[src/rtl/uz_foc_mul_pipe_pkg.sv]
// uz_foc_mul_pkg: shared constants and width/range helpers for the FOC multiplier
package uz_foc_mul_pkg;
  localparam int UZ_FOC_MUL_MIN_STAGE = 3;
  function automatic int full_width(input int a_w, input int b_w);
    return a_w + b_w;
  endfunction
  function automatic longint p_max(input int p_w);
    return (64'sd1 <<< (p_w - 1)) - 64'sd1;
  endfunction
  function automatic longint p_min(input int p_w);
    return -(64'sd1 <<< (p_w - 1));
  endfunction
endpackage

[src/rtl/uz_foc_mul_pipe_if.sv]
// uz_foc_mul_pipe_if: clock-enable, operand and result bundle of the FOC multiplier
interface uz_foc_mul_pipe_if #(
  parameter int A_WIDTH = 6,
  parameter int B_WIDTH = 25,
  parameter int P_WIDTH = 25
);
  logic ce;
  logic din_valid;
  logic [A_WIDTH-1:0] din0;
  logic signed [B_WIDTH-1:0] din1;
  logic dout_valid;
  logic signed [P_WIDTH-1:0] dout;
  logic ovf;
  modport master (output ce, din_valid, din0, din1, input dout_valid, dout, ovf);
  modport slave (input ce, din_valid, din0, din1, output dout_valid, dout, ovf);
endinterface

[src/rtl/uz_foc_mul_pipe_round_sat.sv]
// uz_foc_round_sat: round-half-up binary-point shift and range reduction of the full product
// UZ_FOC_MUL_SAT_EN selects clipping to the P_WIDTH limits instead of two's-complement wrap
module uz_foc_round_sat import uz_foc_mul_pkg::*; #(
  parameter int A_WIDTH = 6,
  parameter int B_WIDTH = 25,
  parameter int P_WIDTH = 25,
  parameter int FRAC_SHIFT = 0
) (
  input  logic signed [full_width(A_WIDTH, B_WIDTH)-1:0] prod_i,
  output logic signed [P_WIDTH-1:0] res_o,
  output logic ovf_o
);
  localparam int SW = full_width(A_WIDTH, B_WIDTH) + 1;
  localparam int RS = FRAC_SHIFT > 0 ? FRAC_SHIFT - 1 : 0;
  localparam logic [SW-1:0] RND = SW'(FRAC_SHIFT > 0) << RS;
  logic signed [SW-1:0] sum, shf;
  logic fit;
  // one guard bit keeps the rounding add from overflowing at the most positive product
  assign sum = {prod_i[SW-2], prod_i} + RND;
  assign shf = sum >>> FRAC_SHIFT;
  assign fit = &shf[SW-1:P_WIDTH-1] | ~|shf[SW-1:P_WIDTH-1];
  assign ovf_o = !fit;
`ifdef UZ_FOC_MUL_SAT_EN
  assign res_o = fit ? shf[P_WIDTH-1:0] : {shf[SW-1], {(P_WIDTH-1){!shf[SW-1]}}};
`else
  assign res_o = shf[P_WIDTH-1:0];
`endif
endmodule

[src/rtl/uz_foc_mul_pipe.sv]
// uz_foc_mul_pipe: pipelined unsigned x signed fixed-point multiplier with valid pipe and ovf
// UZ_FOC_MUL_SAT_EN (in uz_foc_round_sat) clips out-of-range results instead of wrapping
module uz_foc_mul_pipe import uz_foc_mul_pkg::*; #(
  parameter int A_WIDTH = 6,
  parameter int B_WIDTH = 25,
  parameter int P_WIDTH = 25,
  parameter int FRAC_SHIFT = 0,
  parameter int NUM_STAGE = 4
) (
  input logic clk,
  input logic reset,
  uz_foc_mul_pipe_if.slave bus
);
  localparam int FW = full_width(A_WIDTH, B_WIDTH);
  localparam int D = NUM_STAGE - UZ_FOC_MUL_MIN_STAGE + 1;
  localparam int W = P_WIDTH + 2;
  logic [A_WIDTH-1:0] a_q;
  logic signed [B_WIDTH-1:0] b_q;
  logic signed [FW-1:0] p_q;
  logic v1_q, v2_q;
  logic signed [P_WIDTH-1:0] res_d;
  logic ovf_d;
  logic [W-1:0] dly_q [D];
  uz_foc_round_sat #(
    .A_WIDTH(A_WIDTH), .B_WIDTH(B_WIDTH), .P_WIDTH(P_WIDTH), .FRAC_SHIFT(FRAC_SHIFT)
  ) u_round_sat (
    .prod_i(p_q),
    .res_o(res_d),
    .ovf_o(ovf_d)
  );
  // input, M and P registers share the sync reset and ce so they fold into one DSP slice
  always_ff @(posedge clk) begin
    if (reset) begin
      a_q <= '0;
      b_q <= '0;
      p_q <= '0;
      v1_q <= 1'b0;
      v2_q <= 1'b0;
      for (int i = 0; i < D; i++) dly_q[i] <= '0;
    end else if (bus.ce) begin
      a_q <= bus.din0;
      b_q <= bus.din1;
      v1_q <= bus.din_valid;
      p_q <= FW'($signed({1'b0, a_q})) * FW'(b_q);
      v2_q <= v1_q;
      dly_q[0] <= {v2_q, ovf_d, res_d};
      for (int i = 1; i < D; i++) dly_q[i] <= dly_q[i-1];
    end
  end
  assign {bus.dout_valid, bus.ovf, bus.dout} = dly_q[D-1];
endmodule

[src/flat_wrapper.sv]
// flat-port wrapper written by rule: the top's interface ports become plain ports
module uz_foc_mul_pipe_flat import uz_foc_mul_pkg::*;
#(
  parameter int A_WIDTH = 6,
  parameter int B_WIDTH = 25,
  parameter int P_WIDTH = 25,
  parameter int FRAC_SHIFT = 0,
  parameter int NUM_STAGE = 4
)
  (clk, reset, bus_ce, bus_din_valid, bus_din0, bus_din1, bus_dout_valid, bus_dout, bus_ovf);
  uz_foc_mul_pipe_if #(.A_WIDTH(A_WIDTH), .B_WIDTH(B_WIDTH), .P_WIDTH(P_WIDTH)) bus_i ();
  input logic clk;
  input logic reset;
  input wire logic [$bits(bus_i.ce)-1:0] bus_ce;
  input wire logic [$bits(bus_i.din_valid)-1:0] bus_din_valid;
  input wire logic [$bits(bus_i.din0)-1:0] bus_din0;
  input wire logic [$bits(bus_i.din1)-1:0] bus_din1;
  output wire logic [$bits(bus_i.dout_valid)-1:0] bus_dout_valid;
  output wire logic [$bits(bus_i.dout)-1:0] bus_dout;
  output wire logic [$bits(bus_i.ovf)-1:0] bus_ovf;
  assign bus_i.ce = bus_ce;
  assign bus_i.din_valid = bus_din_valid;
  assign bus_i.din0 = bus_din0;
  assign bus_i.din1 = bus_din1;
  assign bus_dout_valid = bus_i.dout_valid;
  assign bus_dout = bus_i.dout;
  assign bus_ovf = bus_i.ovf;
  uz_foc_mul_pipe #(.A_WIDTH(A_WIDTH), .B_WIDTH(B_WIDTH), .P_WIDTH(P_WIDTH), .FRAC_SHIFT(FRAC_SHIFT), .NUM_STAGE(NUM_STAGE)) u_core (.clk(clk), .reset(reset), .bus(bus_i));
endmodule
[config.mk]
export PLATFORM = sky130hd
export DESIGN_NAME = uz_foc_mul_pipe_flat
export DESIGN_NICKNAME = d
export VERILOG_FILES = /design/src/rtl/uz_foc_mul_pipe_pkg.sv /design/src/rtl/uz_foc_mul_pipe_if.sv /design/src/rtl/uz_foc_mul_pipe_round_sat.sv /design/src/rtl/uz_foc_mul_pipe.sv /design/src/flat_wrapper.sv
export SDC_FILE = /design/constraint.sdc
export NUM_CORES = 1
export LEC_CHECK = 0
export ABC_AREA = 1
export BUFFER_PORTS_ARGS = -buffer_cell sky130_fd_sc_hd__buf_4
export CAP_MARGIN = 5
export CORE_MARGIN = 4
export CORE_UTILIZATION = 45
export DETAILED_ROUTE_END_ITERATION = 8
export HOLD_SLACK_MARGIN = 0.15
export PLACE_DENSITY_LB_ADDON = 0.1
export SLEW_MARGIN = 20
export SYNTH_ARGS = -nofsm -noshare
export SYNTH_HDL_FRONTEND = slang
export SYNTH_SLANG_ARGS = --single-unit
[constraint.sdc]
create_clock -name clk -period 5.2 [get_ports clk]
set_clock_uncertainty 0.15 [all_clocks]
set_input_delay 0.78 -clock clk [delete_from_list [all_inputs] [get_ports clk]]
set_output_delay 0.78 -clock clk [all_outputs]
set_load 0.02 [all_outputs]
==> results.cfg <==
[global_routing]
grt_first_pass_wirelength_um = 38200
grt_max_degree = 75
grt_antenna_before_repair = 0
track_usage_pct = 18.2
grt-ovfl-total = 0
grt_pass1_vias = 7860

[sta]
setup_viol_count_final = 0
hold_violations = 0
setup_tns_ps = 0
fin_crit_ps = 4720
fmax_mhz = 212
period_share_pct = 90.8
relSlewSlack_pct = 44.5
drv_slew = 0
rsz0062_at_grt = false
tightest_slew_ps = 832

[place]
dp.cells = 1682
port_buffers = 61
gp_congestion = 0.907
hpwl_um = 16700

[drt]
drtPass1Iterations = 5
drt_iter0_drc = 401
top_layer_used = met4
routed_wl_um = 21900
vias = 7813
dr_wl_met3_um = 785
wl_per_cell_um = 12.8
wl_met1_um = 11200
wl_met2_um = 9620
drc = 0
via_per_inst = 4.56
antenna_left = 0

[setup_path]
cp-endpoint = u_core.p_q[27]
cp.depth = 18
r2r_slack_ps = 480
cp_slowest_cell = fa_1
regToRegEndpoint = u_core.p_q[27]
r2r_cells = 18
crit_buf_inv = 4
path_cells = buf_4 -> nand2_1 -> fa_1 -> inv_1 -> fa_1 -> inv_1 -> fa_1 -> fa_1 -> inv_1 -> ha_1 -> nand2_1 -> nor3_1 -> and2_1 -> nand2_1 -> nand2_1 -> nand2_1 -> nand3_1 -> nand2_1
critical_path_arrival_ps = 4880
startpoint_type = flop
cp-startpoint = u_core.a_q[1]
max_stage_delay_ps = 540
worst-path-max-fanout = 26
r2r_start = u_core.a_q[1]
crit_type = reg2reg
cp_common_cell = nand2_1
crit_required_ps = 5360
crit_family = adder cells
worstSetupEndpointType = flop

[layout]
syn_to_final_growth_pct = 11.8
n_antenna_cell = 0
drive_above_1_share_pct = 9.10
instances_no_fill = 1714
fillers = 2241
layout.nets = 1613

[floorplan]
io_pins = 62
die_area_um2 = 25600
die_h_um = 160
dieWidth_um = 160
row_count = 55
initial_core_util_pct = 45.8
core_area_um2 = 22700

[clocking]
cts_root_buf = clkbuf_16
ctsHoldBuffers = 0
clkLatencyLatePin_ps = 420
clk_pin_slew_worst_paths_ps = 60
htreeDepth = 4
cts_buffers = 17
clock_sinks = 118
cts_tree = yes
cts_setup_buffers = 0
clk_path_buf_depth = 2

[worst_hold_path]
hold_class = reg2reg

[logic_synthesis]
syn-instance-count = 1388
syn_avg_cell_area_um2 = 7.49
synth_cell_types = 35
synthTopCellsByArea = fa_1, edfxtp_1, nand2_1
ys_ff_latch = 118
synth_nets = 1585
netlist.area_leader.share_pct = 19.5
ys_seq_area_share_pct = 27.9
yosysWarnings = 0
async_flop_share_pct = 0
syn_area_um2 = 10400
synth_edf_count = 54
yosysTopAreaCell = fa_1
synthFlopType = dfxtp_1

[power_and_ir_drop]
p_per_area_nw_per_um2 = 243
leakage_nw = 6.88
irDropWorstVdd_mv = 0.167
finalPower_mw = 2.82

[run_status]
outcome = finished clean

[flow_run]
drv_cap = 0
worst min-delay path, delay by kind of cell, from the launching register on:
family          cells  cell delay (ps)
compound gates      1               50
flops               1              310
simple gates        1               60
per-layer routing:
metal | global-route usage [%] | vias to the layer above
li1 | - | 4099
met1 | 26.6 | 3560
met2 | 28.5 | 129
met3 | 2.63 | 25
met4 | 4.65 | 0
met5 | 0 | -
synthesized netlist by cell type (4+ instances only):
cell	n
a21oi_1	25
a22o_1	29
buf_2	9
buf_4	25
clkbuf_1	22
dfxtp_1	64
edfxtp_1	54
fa_1	101
ha_1	61
inv_1	385
inv_2	5
nand2_1	404
nand2_2	5
nand3_1	27
nand3_2	4
nor2_1	95
nor2_2	5
nor2_4	4
o21ai_0	25
o21ai_1	9
registers in the layout, summed over array words and instances, names as in the netlist:
name,flops
u_core.dly_q,54
u_core.p_q,31
u_core.b_q,25
u_core.a_q,6
u_core.v1_q,1
u_core.v2_q,1
worst min path at each step:
stage,slack (ps),endpoint,cells past startpoint,start
4_1_cts,310,u_core.p_q[19],2,u_core.p_q[19]
3_5_place_dp,290,u_core.p_q[21],2,u_core.p_q[21]
6_report,310,u_core.p_q[15],2,u_core.p_q[15]
5_1_grt,320,u_core.p_q[23],2,u_core.p_q[23]
3_3_place_gp,290,u_core.p_q[21],2,u_core.p_q[21]
2_1_floorplan,280,u_core.p_q[18],2,u_core.p_q[18]
final cells by class:
class / instances / area, um^2 / area share (%)
tap: 285 / 357 / 3.07
clock buffer: 17 / 425 / 3.66
sequential: 118 / 2910 / 25.0
timing repair buffer: 70 / 526 / 4.52
multi-input combinational: 819 / 5680 / 48.9
inverter: 390 / 1470 / 12.6
clock inverter: 15 / 262 / 2.25
report_power, final:
group          switching (mW)  internal (mW)
clock                   0.496          0.914
sequential             0.0468           1.02
combinational           0.209          0.133
total                   0.752           2.07
per-stage QoR:
step | hold slack [ps] | cell area (um^2) | util, % | setup slack (ps)
floorplan | 276 | 10400 | - | 801
global placement | 291 | 10900 | 48.1 | 131
detailed placement | 292 | 10900 | 48.1 | 118
CTS | 309 | 11600 | 51.2 | 120
global route | 323 | 11600 | 51.2 | 55.3
finish | 306 | 11600 | 51.2 | 477
cells in the final DEF (no fill, tap or decap), types with 5 or more instances in the layout:
cell type    n
a21oi_1     25
edfxtp_1    54
buf_4       70
ha_1        61
a22o_1      29
nand2_1    404
nor2_4       6
fa_1       101
inv_1      384
nand3_1     27
inv_6        6
o21ai_1      9
nor2_1      94
dfxtp_1     62
nand2_2      5
bufinv_16    6
o21ai_0     25
clkbuf_16   17
inv_2        5
cell families after synthesis:
group           after synthesis  share of synthesized area [%]
compound gates               96                           5.84
xor+xnor                      4                          0.337
fa+ha+maj                   162                           26.8
buf+inv                     451                           17.5
flops                       118                           27.9
simple gates                557                           21.6
what timing repair did:
action,in CTS,in global routing
gates resized for setup,0,2
endpoints found under the setup margin,0,7
endpoints found under the hold margin,0,0
Note: power is estimated with default switching activity, not from simulation.
